<file path="src/rtl/pipe_controller.sv">
// Purpose : RV32I(+M) pipeline controller: ID decode, ID/EX/MEM/WB control registers, branch resolve.
// Latency : decode is combinational in ID; controls reach the WB outputs 3 cycles after ID with no stall.
// Backpr. : MulBusyE holds ID/EX for MUL_LAT-1 cycles per multiply and sends bubbles into EX/MEM meanwhile.
//
// Ports:
//   clk, reset_n                         clock, async active-low reset
//   opD, funct3D, funct7D                ID-stage instruction fields
//   ZeroE, LtE, LtuE                     EX-stage ALU compare flags
//   FlushE                               hazard-unit flush of ID/EX (ignored while MulBusyE)
//   ImmSrcD, IllegalD                    ID immediate select, unsupported-instruction flag
//   ALUSrcE, ALUControlE, ResultSrcE0    EX controls (ResultSrcE0 marks a load for load-use detection)
//   PCSrcE, PCTargetSrcE                 redirect enable, target select (1 = ALU result, jalr)
//   MulBusyE                             multiply occupying EX
//   MemWriteM, RegWriteM                 MEM controls
//   RegWriteW, ResultSrcW                WB controls (00 ALU, 01 mem, 10 PC+4, 11 imm)
// Build option: define CTRL_MULDIV_EN to decode mul/mulh/mulhsu/mulhu and enable the multi-cycle EX hold.
module pipe_controller #(
  parameter int ALUC_W  = 4,
  parameter int MUL_LAT = 3
) (
  input  logic              clk,
  input  logic              reset_n,
  input  logic [6:0]        opD,
  input  logic [2:0]        funct3D,
  input  logic [6:0]        funct7D,
  input  logic              ZeroE,
  input  logic              LtE,
  input  logic              LtuE,
  input  logic              FlushE,
  output logic [2:0]        ImmSrcD,
  output logic              IllegalD,
  output logic              ALUSrcE,
  output logic [ALUC_W-1:0] ALUControlE,
  output logic              ResultSrcE0,
  output logic              PCSrcE,
  output logic              PCTargetSrcE,
  output logic              MulBusyE,
  output logic              MemWriteM,
  output logic              RegWriteM,
  output logic              RegWriteW,
  output logic [1:0]        ResultSrcW
);

  typedef struct packed {
    logic              reg_write;
    logic [1:0]        result_src;
    logic              mem_write;
    logic              jump;
    logic              branch;
    logic              alu_src;
    logic              jalr;
    logic [ALUC_W-1:0] alu_ctrl;
    logic [2:0]        funct3;
`ifdef CTRL_MULDIV_EN
    logic              is_mul;
`endif
  } idex_t;

  typedef struct packed {
    logic       reg_write;
    logic [1:0] result_src;
    logic       mem_write;
  } exmem_t;

  typedef struct packed {
    logic       reg_write;
    logic [1:0] result_src;
  } memwb_t;

  // 4-bit ALU codes, zero-extended to the configured width.
  function automatic logic [ALUC_W-1:0] alu_code(input logic [3:0] c);
    return ALUC_W'(c);
  endfunction

  // funct3 -> ALU op; 'alt' is funct7[5], which means sub only for R-type.
  function automatic logic [ALUC_W-1:0] alu_op(input logic [2:0] f3, input logic alt, input logic is_r);
    case (f3)
      3'b000:  return (is_r && alt) ? alu_code(4'b0001) : alu_code(4'b0000);
      3'b001:  return alu_code(4'b0111);
      3'b010:  return alu_code(4'b0101);
      3'b011:  return alu_code(4'b0110);
      3'b100:  return alu_code(4'b0100);
      3'b101:  return alt ? alu_code(4'b1001) : alu_code(4'b1000);
      3'b110:  return alu_code(4'b0011);
      default: return alu_code(4'b0010);
    endcase
  endfunction

  idex_t  ctrl_d, idex;
  exmem_t exmem;
  memwb_t memwb;
  logic   legal;

  // ---------------- ID decode ----------------
  always_comb begin
    ctrl_d  = '0;
    ImmSrcD = 3'b000;
    legal   = 1'b1;
    ctrl_d.funct3 = funct3D;
    case (opD)
      7'b0000011: begin // lw
        legal = (funct3D == 3'b010);
        ctrl_d.reg_write = 1'b1; ctrl_d.alu_src = 1'b1; ctrl_d.result_src = 2'b01;
      end
      7'b0100011: begin // sw
        legal = (funct3D == 3'b010);
        ImmSrcD = 3'b001; ctrl_d.mem_write = 1'b1; ctrl_d.alu_src = 1'b1;
      end
      7'b0110011: begin // R-type
        ctrl_d.reg_write = 1'b1;
        ctrl_d.alu_ctrl  = alu_op(funct3D, funct7D[5], 1'b1);
        if (funct7D == 7'b0000000)
          legal = 1'b1;
        else if (funct7D == 7'b0100000)
          legal = (funct3D == 3'b000) || (funct3D == 3'b101);
`ifdef CTRL_MULDIV_EN
        else if (funct7D == 7'b0000001 && !funct3D[2]) begin
          ctrl_d.is_mul   = 1'b1;
          ctrl_d.alu_ctrl = alu_code({2'b11, funct3D[1:0]});
        end
`endif
        else
          legal = 1'b0;
      end
      7'b0010011: begin // I-type ALU; shifts constrain funct7
        ctrl_d.reg_write = 1'b1; ctrl_d.alu_src = 1'b1;
        ctrl_d.alu_ctrl  = alu_op(funct3D, funct7D[5], 1'b0);
        if (funct3D == 3'b001)
          legal = (funct7D == 7'b0000000);
        else if (funct3D == 3'b101)
          legal = (funct7D == 7'b0000000) || (funct7D == 7'b0100000);
      end
      7'b1100011: begin // branch; ALU subtracts to produce the flags
        legal = (funct3D[2:1] != 2'b01);
        ImmSrcD = 3'b010; ctrl_d.branch = 1'b1; ctrl_d.alu_ctrl = alu_code(4'b0001);
      end
      7'b1101111: begin // jal
        ImmSrcD = 3'b011; ctrl_d.reg_write = 1'b1; ctrl_d.jump = 1'b1; ctrl_d.result_src = 2'b10;
      end
      7'b1100111: begin // jalr
        legal = (funct3D == 3'b000);
        ctrl_d.reg_write = 1'b1; ctrl_d.jump = 1'b1; ctrl_d.jalr = 1'b1;
        ctrl_d.alu_src = 1'b1; ctrl_d.result_src = 2'b10;
      end
      7'b0110111: begin // lui
        ImmSrcD = 3'b100; ctrl_d.reg_write = 1'b1; ctrl_d.result_src = 2'b11;
      end
      default: legal = 1'b0;
    endcase
    // Illegal instructions travel down the pipe as a bubble.
    if (!legal) ctrl_d = '0;
  end

  assign IllegalD = ~legal;

  // ---------------- multiply occupancy ----------------
`ifdef CTRL_MULDIV_EN
  localparam int CNT_W = (MUL_LAT > 1) ? $clog2(MUL_LAT) : 1;
  logic [CNT_W-1:0] mul_cnt;

  // Loaded on the edge a multiply enters EX; the multiply leaves EX on the edge after it reads 0.
  always_ff @(posedge clk or negedge reset_n) begin
    if (!reset_n)
      mul_cnt <= '0;
    else if (mul_cnt != '0)
      mul_cnt <= mul_cnt - CNT_W'(1);
    else if (!FlushE && ctrl_d.is_mul)
      mul_cnt <= CNT_W'(MUL_LAT - 1);
  end

  assign MulBusyE = idex.is_mul && (mul_cnt != '0);
`else
  assign MulBusyE = 1'b0;
`endif

  // ---------------- pipeline registers ----------------
  always_ff @(posedge clk or negedge reset_n) begin
    if (!reset_n) begin
      idex  <= '0;
      exmem <= '0;
      memwb <= '0;
    end else begin
      // A busy multiply owns EX, so the hold wins over a flush.
      if (!MulBusyE) idex <= FlushE ? '0 : ctrl_d;
      if (MulBusyE)
        exmem <= '0;
      else begin
        exmem.reg_write  <= idex.reg_write;
        exmem.result_src <= idex.result_src;
        exmem.mem_write  <= idex.mem_write;
      end
      memwb.reg_write  <= exmem.reg_write;
      memwb.result_src <= exmem.result_src;
    end
  end

  // ---------------- EX branch resolve ----------------
  logic cond;
  always_comb begin
    case (idex.funct3)
      3'b000:  cond = ZeroE;
      3'b001:  cond = ~ZeroE;
      3'b100:  cond = LtE;
      3'b101:  cond = ~LtE;
      3'b110:  cond = LtuE;
      3'b111:  cond = ~LtuE;
      default: cond = 1'b0;
    endcase
  end

  assign PCSrcE       = (idex.branch & cond) | idex.jump;
  assign PCTargetSrcE = idex.jalr;
  assign ALUSrcE      = idex.alu_src;
  assign ALUControlE  = idex.alu_ctrl;
  assign ResultSrcE0  = idex.result_src[0];
  assign MemWriteM    = exmem.mem_write;
  assign RegWriteM    = exmem.reg_write;
  assign RegWriteW    = memwb.reg_write;
  assign ResultSrcW   = memwb.result_src;

endmodule

</file>
<file path="config.mk">
export PLATFORM = sky130hd
export DESIGN_NAME = pipe_controller
export DESIGN_NICKNAME = d
export VERILOG_FILES = /design/src/rtl/pipe_controller.sv
export SDC_FILE = /design/constraint.sdc
export NUM_CORES = 1
export LEC_CHECK = 0
export BUFFER_PORTS_ARGS = -buffer_cell sky130_fd_sc_hd__buf_2
export CELL_PAD_IN_SITES_DETAIL_PLACEMENT = 0
export CELL_PAD_IN_SITES_GLOBAL_PLACEMENT = 1
export CORE_ASPECT_RATIO = 0.8
export CORE_MARGIN = 8
export CORE_UTILIZATION = 30
export CTS_CLUSTER_SIZE = 16
export DETAILED_ROUTE_END_ITERATION = 12
export MAX_ROUTING_LAYER = met4
export PLACE_DENSITY_LB_ADDON = 0.05
export SLEW_MARGIN = 20
export SYNTH_ARGS = -nofsm -noshare
export SYNTH_HDL_FRONTEND = slang
export SYNTH_SLANG_ARGS = --single-unit
</file>
<file path="constraint.sdc">
create_clock -name clk -period 2.9 [get_ports clk]
set_input_delay 0.58 -clock clk [delete_from_list [all_inputs] [get_ports clk]]
set_output_delay 0.58 -clock clk [all_outputs]
set_load 0.1 [all_outputs]
</file>
==> metrics.log <==
[metrics] # H-tree levels: 1
[metrics] worst min-delay path category: in -> async
[metrics] floorplan die height: 72.51 um
[metrics] gr ovfl total: 0
[metrics] endpoint of the most critical register-to-register path: RegWriteW$_DFF_PN0_
[metrics] number of buffers created by CTS: 3
[metrics] core box area: 3804 sq um
[metrics] detail-routed via count per cell: 4.676
[metrics] maximum number of pins on one net before global-route repair: 23
[metrics] number of sinks handled by clock tree synthesis: 22
[metrics] total of max-cap violations: 0
[metrics] vias after detailed routing: 954
[metrics] Top FF cell, synth: sky130_fd_sc_hd__dfrtp_1
[metrics] WP data arrival: 2240 ps
[metrics] initial antenna violation count: 0
[metrics] area of combinational cells with multiple inputs: 539.3 sq um
[metrics] mean instance size in the synthesized netlist: 10.60 sq um
[metrics] Die Footprint: 6281 sq um
[metrics] number of hold buffers added after CTS: 0
[metrics] Register-to-Register Setup Slack: 2410 ps
[metrics] Total Nets Final: 173
[metrics] most frequent cells in the layout: 39 x sky130_fd_sc_hd__buf_2, 22 x sky130_fd_sc_hd__dfrtp_1, 9 x sky130_fd_sc_hd__nor2_1, 7 x sky130_fd_sc_hd__nor3_1, 6 x sky130_fd_sc_hd__buf_4
[metrics] count of input and output buffers: 39
[metrics] DRC violation count after routing: 0
[metrics] wire length per cell: 14.00 um
[metrics] part of the Yosys area used for sequential elements: 45.98%
[metrics] proportion of synthesized flip-flops having asynchronous set or reset: 100.0%
[metrics] warning count from the yosys run: 0
[metrics] Max Clock Skew: 4.695 ps
[metrics] drt initial violations: 69
[metrics] Top-Level Pins: 41
[metrics] proportion of synthesized area in mux cells: 1.672%
[metrics] clock period minus worst slack: 2820 ps
[metrics] # diodes: 0
[metrics] largest fanout on the critical path: 7
[metrics] startpoint of the most critical register-to-register path: RegWriteM$_DFF_PN0_
[metrics] Starting Density: 31.48%
[metrics] clock tree from TritonCTS: built
[metrics] CTS root buffer: sky130_fd_sc_hd__clkbuf_8
[metrics] number of fill cells: 406
[metrics] vias in the first global route: 988
[metrics] Syn Nets: 136
[metrics] clock slew at the register clock pins of the worst setup and hold paths: 80 ps
[metrics] adder-cell share of the synthesized area: 0%
[metrics] final clock period utilization by the worst path: 97.25%
[metrics] overall fraction of global-route tracks in use: 9.313%
[metrics] final slew viol count: 0
[metrics] FF+latch area: 550.5 sq um
[metrics] wirelength, routed: 2856 um
[metrics] dominant combinational cell family by area after synthesis: simple AND/OR/NAND/NOR gates
[metrics] clock latency at the later pin of the worst-skew pair: 250 ps
[metrics] layout overhead on the synthesized area: 23.09%
[metrics] achievable clock frequency: 354.6 MHz
[metrics] Leak Pwr: 0.7198 nW
[metrics] Worst Setup Path Type: in -> out
[metrics] post-synthesis instance total: 113
[metrics] Cell Pwr Density: 455.1 nW/um^2
[metrics] number of gates given a new drive strength after cts: 0
[metrics] smallest setup slack after layout: 79.69 ps
[metrics] count of final hold-check violations: 0
[metrics] unrepaired setup endpoints after global routing: no
[metrics] Setup Buffers After CTS: 0
[metrics] chip width: 86.64 um
[metrics] most common library cell in the layout ignoring fill and taps: sky130_fd_sc_hd__buf_2
[metrics] Synth Area in Compound Gates: 14.00%
[metrics] critical path endpoint category: output port
[metrics] clock tree buffer depth: 2
[metrics] core occupancy in the finished layout: 38.75%
[metrics] total negative setup slack: 0 ps
[metrics] router iterations before antenna repair: 4
[metrics] layout cells sized above 1: 44.97%
[metrics] post-synthesis sequential element count: 22
[metrics] Post-Synth XOR/XNOR Area: 2.926%
[metrics] number of rows created at floorplan: 20
[metrics] first-pass GRT wire length: 4643 um
[metrics] Worst Reg-to-Reg Cells: 0
[metrics] number of flops mapped to enable cells by yosys: 0
[metrics] data required time of the critical path: 2320 ps
[metrics] post-synth design cell area: 1197 sq um
[metrics] antenna-violating nets left: 0
[metrics] peak ir drop on the vdd network: 0.1676 mV
[metrics] synth unique cells: 43
[metrics] Setup WS pre-CTS: 88.67 ps
[metrics] routability congestion estimate from global placement: 0.8259
[metrics] post-synthesis simple-gate area fraction: 25.08%
[metrics] HPWL after detailed placement: 2289 um
[metrics] kind of start point of the critical path: input pin
[metrics] outcome: complete, no violations
[metrics] count of endpoints failing setup in the final report: 0
[cells by family after synthesis]
family,after synthesis
AO/OA/AOI/OAI,20
AND/OR/NAND/NOR,50
flip-flops,22
other,1
XOR/XNOR,4
multiplexers,2
buffers and inverters,14
[sequential cells by signal (all words and copies together), names as in the netlist]
signal,count
ALUControlE,4
ALUSrcE,1
MemWriteM,1
PCTargetSrcE,1
RegWriteM,1
RegWriteW,1
ResultSrcE0,1
ResultSrcW,2
exmem,2
idex,8
[metrics by stage]
stage,total power [W],hold WS [ps],std cells,cell area [sq um]
2_1_floorplan,0.0003760,284.4,113,1210
3_3_place_gp,0.0004046,333.4,200,1403
3_5_place_dp,0.0004043,341.8,200,1403
4_1_cts,0.0006793,275.2,204,1474
5_1_grt,0.0006995,292.6,204,1474
6_report,0.0006707,258.3,204,1474
[worst max-delay path by stage]
stage	startpoint	to	slack, ps
after floorplan	opD[4]	ImmSrcD[1]	4
after global placement	opD[3]	IllegalD	110
after detailed placement	opD[3]	IllegalD	90
after CTS	opD[3]	IllegalD	90
after global routing	opD[6]	IllegalD	50
final	opD[3]	IllegalD	80
[per-layer routing]
metal	track usage (%)	vias up	routed length, um
li1	-	461	-
met1	12.06	464	1389
met2	14.21	27	1315
met3	1.242	2	123
met4	4.000	0	27
met5	-	-	0
[power breakdown]
part	leakage (nW)	total, W	switching, W	internal [W]
clock network	0.0357	0.000273	0.0000887	0.000184
registers	0.307	0.000307	0.000000273	0.000307
logic	0.377	0.0000907	0.0000572	0.0000335
total	0.720	0.000671	0.000146	0.000525
[final cells by class]
cell class,instances,area share (%)
multi-input cells,77,36.59
clock buffers,3,2.801
repair buffers,45,16.30
well taps,55,4.669
inverters,1,0.2547
flip-flops and latches,22,37.35
clock inverters,1,2.037
[critical path, cell delays in order]
cell and delay, ps:
sky130_fd_sc_hd__buf_2 140, sky130_fd_sc_hd__or2_4 260, sky130_fd_sc_hd__or3_4 400, sky130_fd_sc_hd__or3_1 340
sky130_fd_sc_hd__and3_2 220, sky130_fd_sc_hd__buf_2 300
[cells in the mapped netlist, types with 2 or more instances]
library cell | number | area [sq um]
sky130_fd_sc_hd__a2bb2oi_1 | 2 | 17.52
sky130_fd_sc_hd__or3_1 | 2 | 12.51
sky130_fd_sc_hd__buf_6 | 6 | 67.56
sky130_fd_sc_hd__nand2b_1 | 3 | 18.77
sky130_fd_sc_hd__a2111oi_2 | 2 | 30.03
sky130_fd_sc_hd__nor2_1 | 10 | 37.54
sky130_fd_sc_hd__a21oi_1 | 2 | 10.01
sky130_fd_sc_hd__nor4_1 | 3 | 18.77
sky130_fd_sc_hd__and2b_2 | 3 | 26.28
sky130_fd_sc_hd__xor2_1 | 4 | 35.03
sky130_fd_sc_hd__o21ai_0 | 4 | 20.02
sky130_fd_sc_hd__buf_4 | 6 | 45.04
sky130_fd_sc_hd__nand2_1 | 5 | 18.77
sky130_fd_sc_hd__dfrtp_1 | 22 | 550.5
sky130_fd_sc_hd__or2b_1 | 2 | 15.01
sky130_fd_sc_hd__nor3_1 | 8 | 40.04
sky130_fd_sc_hd__mux2i_1 | 2 | 20.02
sky130_fd_sc_hd__and3_2 | 2 | 15.01
(Power assumes the default switching activity.)
